**src/rtl/life_gen_scheduler.sv**
```systemverilog
// -----------------------------------------------------------------------------
// life_gen_scheduler
// Drives the generation register of the life map. It produces map_enable
// pulses at a programmable rate and drives the map's active-low reset. It
// supports run, pause, single-step and reloading of the seed pattern. It also
// counts generations and halts automatically on a still life or on extinction.
//
// Ports
//   clock        system clock
//   reset        synchronous, active-high reset
//   run          level: 1 = free-run, 0 = pause
//   step         1-cycle pulse: advance one generation while paused
//   load_init    1-cycle pulse: reload seed pattern, clear counters
//   period       clocks per generation (values below 2 act as 2)
//   state_cur    current map contents
//   state_next   next-generation logic output
//   map_enable   registered 1-cycle update strobe to the map
//   map_reset_n  registered active-low reset to the map (re-arms seed load)
//   gen_count    generations applied since last load, saturating
//   stable       sticky: halted because state_next == state_cur
//   extinct      sticky: halted because state_cur == 0
//   fsm_state    CLEAR=0 LOAD=1 PAUSE=2 RUN=3 HALT=4
// -----------------------------------------------------------------------------
module life_gen_scheduler #(
    parameter int N  = 64,
    parameter int PW = 24,
    parameter int GW = 16
) (
    input  logic          clock,
    input  logic          reset,
    input  logic          run,
    input  logic          step,
    input  logic          load_init,
    input  logic [PW-1:0] period,
    input  logic [N-1:0]  state_cur,
    input  logic [N-1:0]  state_next,
    output logic          map_enable,
    output logic          map_reset_n,
    output logic [GW-1:0] gen_count,
    output logic          stable,
    output logic          extinct,
    output logic [2:0]    fsm_state
);

    typedef enum logic [2:0] {
        S_CLEAR = 3'd0,
        S_LOAD  = 3'd1,
        S_PAUSE = 3'd2,
        S_RUN   = 3'd3,
        S_HALT  = 3'd4
    } state_e;

    localparam logic [PW-1:0] TICK_ZERO = {PW{1'b0}};
    localparam logic [PW-1:0] TICK_ONE  = {{(PW-1){1'b0}}, 1'b1};
    localparam logic [PW-1:0] TICK_TWO  = {{(PW-2){1'b0}}, 2'b10};
    localparam logic [GW-1:0] GEN_ZERO  = {GW{1'b0}};
    localparam logic [GW-1:0] GEN_ONE   = {{(GW-1){1'b0}}, 1'b1};
    localparam logic [GW-1:0] GEN_MAX   = {GW{1'b1}};

    state_e        fsm_q, fsm_d;
    logic [PW-1:0] tick_q, tick_d;
    logic          map_enable_q, map_enable_d;
    logic          map_reset_n_q, map_reset_n_d;
    logic [GW-1:0] gen_q, gen_d;
    logic          stable_q, stable_d;
    logic          extinct_q, extinct_d;

    logic [PW-1:0] eff_period_s;
    logic          tick_hit_s;
    logic          fire_s;

    assign eff_period_s = (period < TICK_TWO) ? TICK_TWO : period;
    // ">=" so that shrinking period below the current tick fires immediately.
    assign tick_hit_s   = (tick_q >= (eff_period_s - TICK_ONE));

    // Next-state, tick and output computation.
    always_comb begin
        fsm_d         = fsm_q;
        tick_d        = tick_q;
        map_enable_d  = 1'b0;
        map_reset_n_d = 1'b1;
        gen_d         = gen_q;
        stable_d      = stable_q;
        extinct_d     = extinct_q;
        fire_s        = 1'b0;

        case (fsm_q)
            S_CLEAR: begin
                // Move to LOAD: strobe the map once so it copies its seed.
                fsm_d        = S_LOAD;
                map_enable_d = 1'b1;
                tick_d       = TICK_ZERO;
                gen_d        = GEN_ZERO;
                stable_d     = 1'b0;
                extinct_d    = 1'b0;
            end
            S_LOAD: begin
                fsm_d = S_PAUSE;
            end
            S_PAUSE: begin
                tick_d = TICK_ZERO;
                if (load_init) begin
                    fsm_d         = S_CLEAR;
                    map_reset_n_d = 1'b0;
                end else if (step) begin
                    // A step right after a pulse is dropped so map_enable can
                    // never be high on two consecutive cycles.
                    fire_s = ~map_enable_q;
                end else if (run) begin
                    fsm_d = S_RUN;
                end else begin
                    fsm_d = S_PAUSE;
                end
            end
            S_RUN: begin
                if (load_init) begin
                    fsm_d         = S_CLEAR;
                    map_reset_n_d = 1'b0;
                    tick_d        = TICK_ZERO;
                end else if (!run) begin
                    fsm_d  = S_PAUSE;
                    tick_d = TICK_ZERO;
                end else if (tick_hit_s) begin
                    tick_d = TICK_ZERO;
                    fire_s = 1'b1;
                end else begin
                    tick_d = tick_q + TICK_ONE;
                end
            end
            S_HALT: begin
                if (load_init) begin
                    fsm_d         = S_CLEAR;
                    map_reset_n_d = 1'b0;
                end else begin
                    fsm_d = S_HALT;
                end
            end
            default: begin
                fsm_d         = S_CLEAR;
                map_reset_n_d = 1'b0;
                tick_d        = TICK_ZERO;
            end
        endcase

        // Generation compare: extinction outranks still life.
        if (fire_s) begin
            if (state_cur == {N{1'b0}}) begin
                extinct_d = 1'b1;
                fsm_d     = S_HALT;
            end else if (state_next == state_cur) begin
                stable_d = 1'b1;
                fsm_d    = S_HALT;
            end else begin
                map_enable_d = 1'b1;
                gen_d        = (gen_q == GEN_MAX) ? gen_q : (gen_q + GEN_ONE);
            end
        end else begin
            fire_s = 1'b0;
        end
    end

    // State and output registers with synchronous reset.
    always_ff @(posedge clock) begin
        if (reset) begin
            fsm_q         <= S_CLEAR;
            tick_q        <= TICK_ZERO;
            map_enable_q  <= 1'b0;
            map_reset_n_q <= 1'b0;
            gen_q         <= GEN_ZERO;
            stable_q      <= 1'b0;
            extinct_q     <= 1'b0;
        end else begin
            fsm_q         <= fsm_d;
            tick_q        <= tick_d;
            map_enable_q  <= map_enable_d;
            map_reset_n_q <= map_reset_n_d;
            gen_q         <= gen_d;
            stable_q      <= stable_d;
            extinct_q     <= extinct_d;
        end
    end

    assign map_enable  = map_enable_q;
    assign map_reset_n = map_reset_n_q;
    assign gen_count   = gen_q;
    assign stable      = stable_q;
    assign extinct     = extinct_q;
    assign fsm_state   = fsm_q;

endmodule

```
**config.mk**
```make
export PLATFORM = sky130hd
export DESIGN_NAME = life_gen_scheduler
export DESIGN_NICKNAME = d
export VERILOG_FILES = /design/src/rtl/life_gen_scheduler.sv
export SDC_FILE = /design/constraint.sdc
export NUM_CORES = 1
export LEC_CHECK = 0
export CAP_MARGIN = 20
export CORE_ASPECT_RATIO = 0.6
export CORE_MARGIN = 3
export CORE_UTILIZATION = 47
export DETAILED_ROUTE_END_ITERATION = 8
export PLACE_DENSITY = 0.91
export REMOVE_ABC_BUFFERS = 1
export SYNTH_ARGS = -nofsm -noshare
export SYNTH_HDL_FRONTEND = slang
export SYNTH_SLANG_ARGS = --single-unit
```
**constraint.sdc**
```tcl
create_clock -name clock -period 17.3 [get_ports clock]
set_clock_uncertainty 0.2 [all_clocks]
set_input_delay 3.46 -clock clock [delete_from_list [all_inputs] [get_ports clock]]
set_output_delay 3.46 -clock clock [all_outputs]
set_load 0.01 [all_outputs]
```
# Yosys cells after proc, flatten, opt, wreduce, memory -nomap -nowiden
# Cells that the tools add are included.
# word_totals
in_bits	157
reg_bits	47
elab_cells	64
# op_classes
n_addsub	3
n_reduce_logical	5
n_mux	39
n_eq_ne	7
n_lt_le_gt_ge	2
bitwise	1
# ops
operator	count
24-bit two-way mux	4
16-bit two-way mux	5
64-bit == test	1
64-bit logical NOT	1
24-bit case mux with 2 select lines	1
24-bit by 1-bit adder with 24-bit output, second input constant	1
24-bit greater-or-equal comparator	1
24-bit by 2-bit < comparator with 1-bit output, second input constant	1
3-bit two-way mux	8
24-bit by 1-bit subtractor with 24-bit output, second input constant	1
1-bit two-way mux	18
16-bit by 1-bit adder with 16-bit output, second input constant	1
16-bit == test, second input constant	1
3-bit case mux with 5 select lines	1
3-bit by 2-bit == test with 1-bit output, second input constant	2
4-bit inequality test, second input constant	1
1-bit case mux with 2 select lines	2
2-bit OR reduction	2
3-bit by 1-bit == test with 1-bit output, second input constant	1
3-bit == test, second input constant	1
3-bit logical NOT	1
3-bit OR reduction	1
1-bit inverter	1

# Depth between registers and ports, before layout
# depth
ltp_word	9
mapped_depth	20

# Worst setup path after synthesis
# OpenSTA, ideal clock, no wires.
# synth_path
path_type	input -> register
from	input port period[19]
to	register gen_q[12] (netlist: gen_count[12])
path_slack_ns	8.971
arrival_time_ns	8.012
setup_time_ns	0.117
path_stages	19
cell_sequence	or4_4 or4_4 nor4_4 nand2b_1 ha_1 nand2_1 or3_1 nor4_1 xnor2_1 ha_1 nand4_2 nor4_2 nand4_1 o2111a_1 nor4_4 buf_6 and3_1 mux2i_1 nor2_1
# synth_between
elab_chain_cells	9
# synth_rtl
item	line_no	source
start, declared	34	input logic [PW-1:0] period,
24-bit by 2-bit < comparator with 1-bit output	72	assign eff_period_s = (period < TICK_TWO) ? TICK_TWO : period;
24-bit two-way mux *	72	
24-bit by 1-bit subtractor with 24-bit output *	74	assign tick_hit_s = (tick_q >= (eff_period_s - TICK_ONE));
24-bit greater-or-equal comparator *	74	
1-bit two-way mux *	123	end else if (tick_hit_s) begin
1-bit two-way mux *	120	end else if (!run) begin
1-bit two-way mux *	116	if (load_init) begin
1-bit case mux with 2 select lines *	87	case (fsm_q)
4-bit inequality test (no source line) or 16-bit two-way mux (tied branches)	n/a	
end signal, assigned	177	gen_q <= gen_d;
end, declared	64	logic [GW-1:0] gen_q, gen_d;
# Every way passes the cells marked *; elsewhere a longest branch is shown, timed or not.
# A chain may end at the register's enable or synchronous reset.

# Worst setup path in the final report
# layout_path
from	input port period[19]
to	register gen_q[1] (netlist: gen_count[1])
# The elaborated chain is that of the path after synthesis.

==> reports/results.txt <==
result of the run: finished, final reports clean
overall routed net length: 16700 µm
most used flip-flop cell after synthesis: dfxtp_1
width of the die: 129 µm
share of the clock period used by the worst path: 55.0%
TritonCTS buffer count: 5
Synth Cell Area: 0.00426 mm²
Port-buffer cells: 179
largest fanout of any net on the critical path: 12
vias in the first global route: 4962
buffer type at the clock tree root: clkbuf_16
depth of the critical timing path with buffers and inverters included: 19
Synth Area per Inst: 7.74 µm²
unrepaired setup endpoints after global routing: no
GR Layer Usage met2: 53.3%
DIE AREA: 0.0103 mm²
net switching component of the power: 0.0823 mW
grt total ovfl: 0
startpoint type of the worst setup path: input port
ratio of routed vias to standard cells: 6.11
Relative slew margins: 30.8%
io pins: 180
internal power component: 0.226 mW
H-tree depth: 2
category of cells accounting for the largest share of critical-path delay: simple AND/OR/NAND/NOR gates
cell-by-cell listing of the critical path: clkdlybuf4s50_1 > or4_4 > or4_4 > nor4_4 > nand2b_1 > ha_1 > nand2_1 > or3_1 > nor4_1 > xnor2_1 > ha_1 > nand4_2 > nor4_2 > nand4_1 > o2111a_1 > nor4_4 > nand2b_1 > o21ai_1 > a32o_1
final setup slack of the worst path: 7.78 ns
GR Util met3: 5.95%
Placer Congestion: 0.997
setup bufs post-CTS: 0
clock tree from TritonCTS: built
commonest cells after routing, fill and taps aside: clkdlybuf4s50_1 (179), xor2_1 (70), nor2_1 (47), dfxtp_1 (47), nor4_1 (42)
initial antenna violation count: 0
final setup vio count: 0
portion of total power attributed to the clock network: 37.0%
highest attainable clock frequency: 105 MHz
leading cell type in the layout, fill and taps excluded: clkdlybuf4s50_1
warning count from the yosys run: 0
Area Growth Syn to Fin: 48.1%
leakage power total: 2.25 nW
crit path buf inv count: 1
maximum number of buffers from clock root to sink: 2
met1 global-route usage: 44.9%
number of filler cells placed in the layout: 659
final hold violation count: 0
number of core rows: 26
area of the core: 0.00865 mm²
starting density of the core: 49.3%
worst hold stages: 2
fraction of registers with async set/reset: 0%
Post-route DRC: 0
sequential area share after synthesis: 22.1%
post-detail-place hpwl: 13800 µm
Cell Pwr Density: 48.9 mW/mm²
routed wire length per instance: 20.0 µm
maxcap violations: 0
worst min-delay path category: reg2reg
fraction of power consumed by sequential logic: 35.9%
Via Count: 5112
hold buffer count at cts: 0
wire length of the first global-routing pass: 26300 µm
Yosys cell types: 53
Comb pwr share: 27.1%
Sink Count: 47
longest individual stage delay on the worst path: 0.67 ns
critical path class: in2reg
clock insertion delay at the later pin of the skew report: 0.29 ns
GRT Total Usage: 32.2%
minimum clock period after layout: 9.52 ns
switching share of power: 26.7%
accumulated negative setup slack: 0 ns
synthesized instance count: 551
number of synthesized flops with an enable pin: 0
endpoint arrival time on the critical path: 9.56 ns
CP Capture Type: flip-flop
initial detailed-routing violation count: 494
antenna-violating nets left: 0
Worst Setup Slack post-DPL: 7.62 ns
layout cell share with drive strength beyond 1: 3.59%
transition at the pin with the smallest max-transition slack: 1.04 ns
count of inserted antenna diode cells: 0
final net count: 907
required time of the worst setup path: 17.34 ns
flip-flop and latch count after synthesis: 47
CP max stage cell: nor4_4
floorplan die height: 79.8 µm
number of optimization iterations in the first detailed-route pass: 5
global route hottest layer: met2
clock-pin slew on the worst setup and hold paths: 0.07 ns
peak ir drop on the vdd network: 34.5 µV
Worst Reg2Reg Path Length in Cells: 9
pin count of the biggest net entering global routing: 40
cts repair resizes: 0
final slew viol count: 0
==> synthesized netlist by cell type, drive strengths merged, types with 2 or more instances <==
| library cell | count | area, µm² |
|---|---|---|
| nor3b | 4 | 30.0 |
| nor2 | 49 | 186 |
| xnor2 | 16 | 140 |
| or4 | 4 | 37.5 |
| nand3 | 18 | 90.1 |
| nand3b | 6 | 45.0 |
| nor2b | 3 | 18.8 |
| clkbuf | 13 | 48.8 |
| and4 | 4 | 35.0 |
| nand4 | 18 | 119 |
| nand2b | 10 | 65.1 |
| a31oi | 6 | 37.5 |
| a32o | 2 | 20.0 |
| or3 | 20 | 125 |
| nand4b | 2 | 17.5 |
| inv | 2 | 7.51 |
| a21oi | 40 | 200 |
| nand2 | 41 | 154 |
| a21o | 8 | 60.1 |
| a211oi | 4 | 30.0 |
| nor3 | 16 | 80.1 |
| a41oi | 4 | 35.0 |
| buf | 3 | 21.3 |
| ha | 27 | 338 |
| and3 | 10 | 62.6 |
| nor4 | 47 | 343 |
| xor2 | 70 | 613 |
| and2 | 4 | 25.0 |
| dfxtp | 47 | 941 |
| a22o | 3 | 26.3 |
| o21ai | 29 | 145 |
| o21a | 2 | 15.0 |
| nor4b | 2 | 17.5 |
| or2 | 7 | 43.8 |
==> cell families (layout without fill, tap and decap cells) <==
kind of cell / after synthesis / in the layout / synth area share (%)
flops: 47 / 47 / 22.1
simple gates: 266 / 266 / 35.3
mux: 1 / 1 / 0.235
buf+inv: 18 / 191 / 1.82
compound gates: 106 / 106 / 15.0
xor+xnor: 86 / 86 / 17.7
fa+ha+maj: 27 / 27 / 7.92
==> metal layers <==
metal	routed length, µm	up-vias
met5	0	-
li1	-	2399
met4	221	0
met1	7650	2439
met2	7510	248
met3	1340	26
==> sequential cells by signal, summed over array words and instances, names as in the netlist <==
signal       cells
extinct          1
fsm_state        3
gen_count       16
map_enable       1
map_reset_n      1
stable           1
tick_q          24
==> final cells by class <==
type                    count  area (µm²)  area share [%]
multi-input cells         486        3250            51.4
repair buffers            181        1810            28.6
flip-flops and latches     47         941            14.9
well taps                 112         140            2.22
clock buffers               5         125            1.98
clock inverters             3        46.3           0.733
inverters                   2        7.51           0.119
==> worst min-delay path, stage by stage, from the launching register on <==
cell and delay (ns):
dfxtp_1 0.31, nand2_1 0.05, a21oi_1 0.05
==> metrics by stage <==
stage	cells	area [µm²]	utilization [%]	hold slack, ns	total power [mW]
finish	836	6310	73.0	0.257	0.309
CTS	836	6310	73.0	0.261	0.308
detailed placement	828	6140	71.0	0.252	0.196
floorplan	535	4190	-	0.264	0.141
global route	836	6310	73.0	0.300	0.322
global placement	828	6140	71.0	0.247	0.193
==> worst paths after layout <==
| kind | start | end | slack, ns |
|---|---|---|---|
| max | period[19] | gen_count[1] | 7.78 |
| max reg2reg | tick_q[21] | gen_count[1] | 13.77 |
| min reg2reg | stable | stable | 0.26 |
| min | stable | stable | 0.26 |
==> power by group through the flow <==
stage	clock network (mW)	registers, mW	logic [mW]
2_1_floorplan	0	0.113	0.0273
3_5_place_dp	0	0.113	0.0822
3_3_place_gp	0	0.113	0.0797
6_report	0.114	0.111	0.0836
5_1_grt	0.121	0.111	0.0897
4_1_cts	0.114	0.111	0.0828
Power figures use the tool's default switching activity.
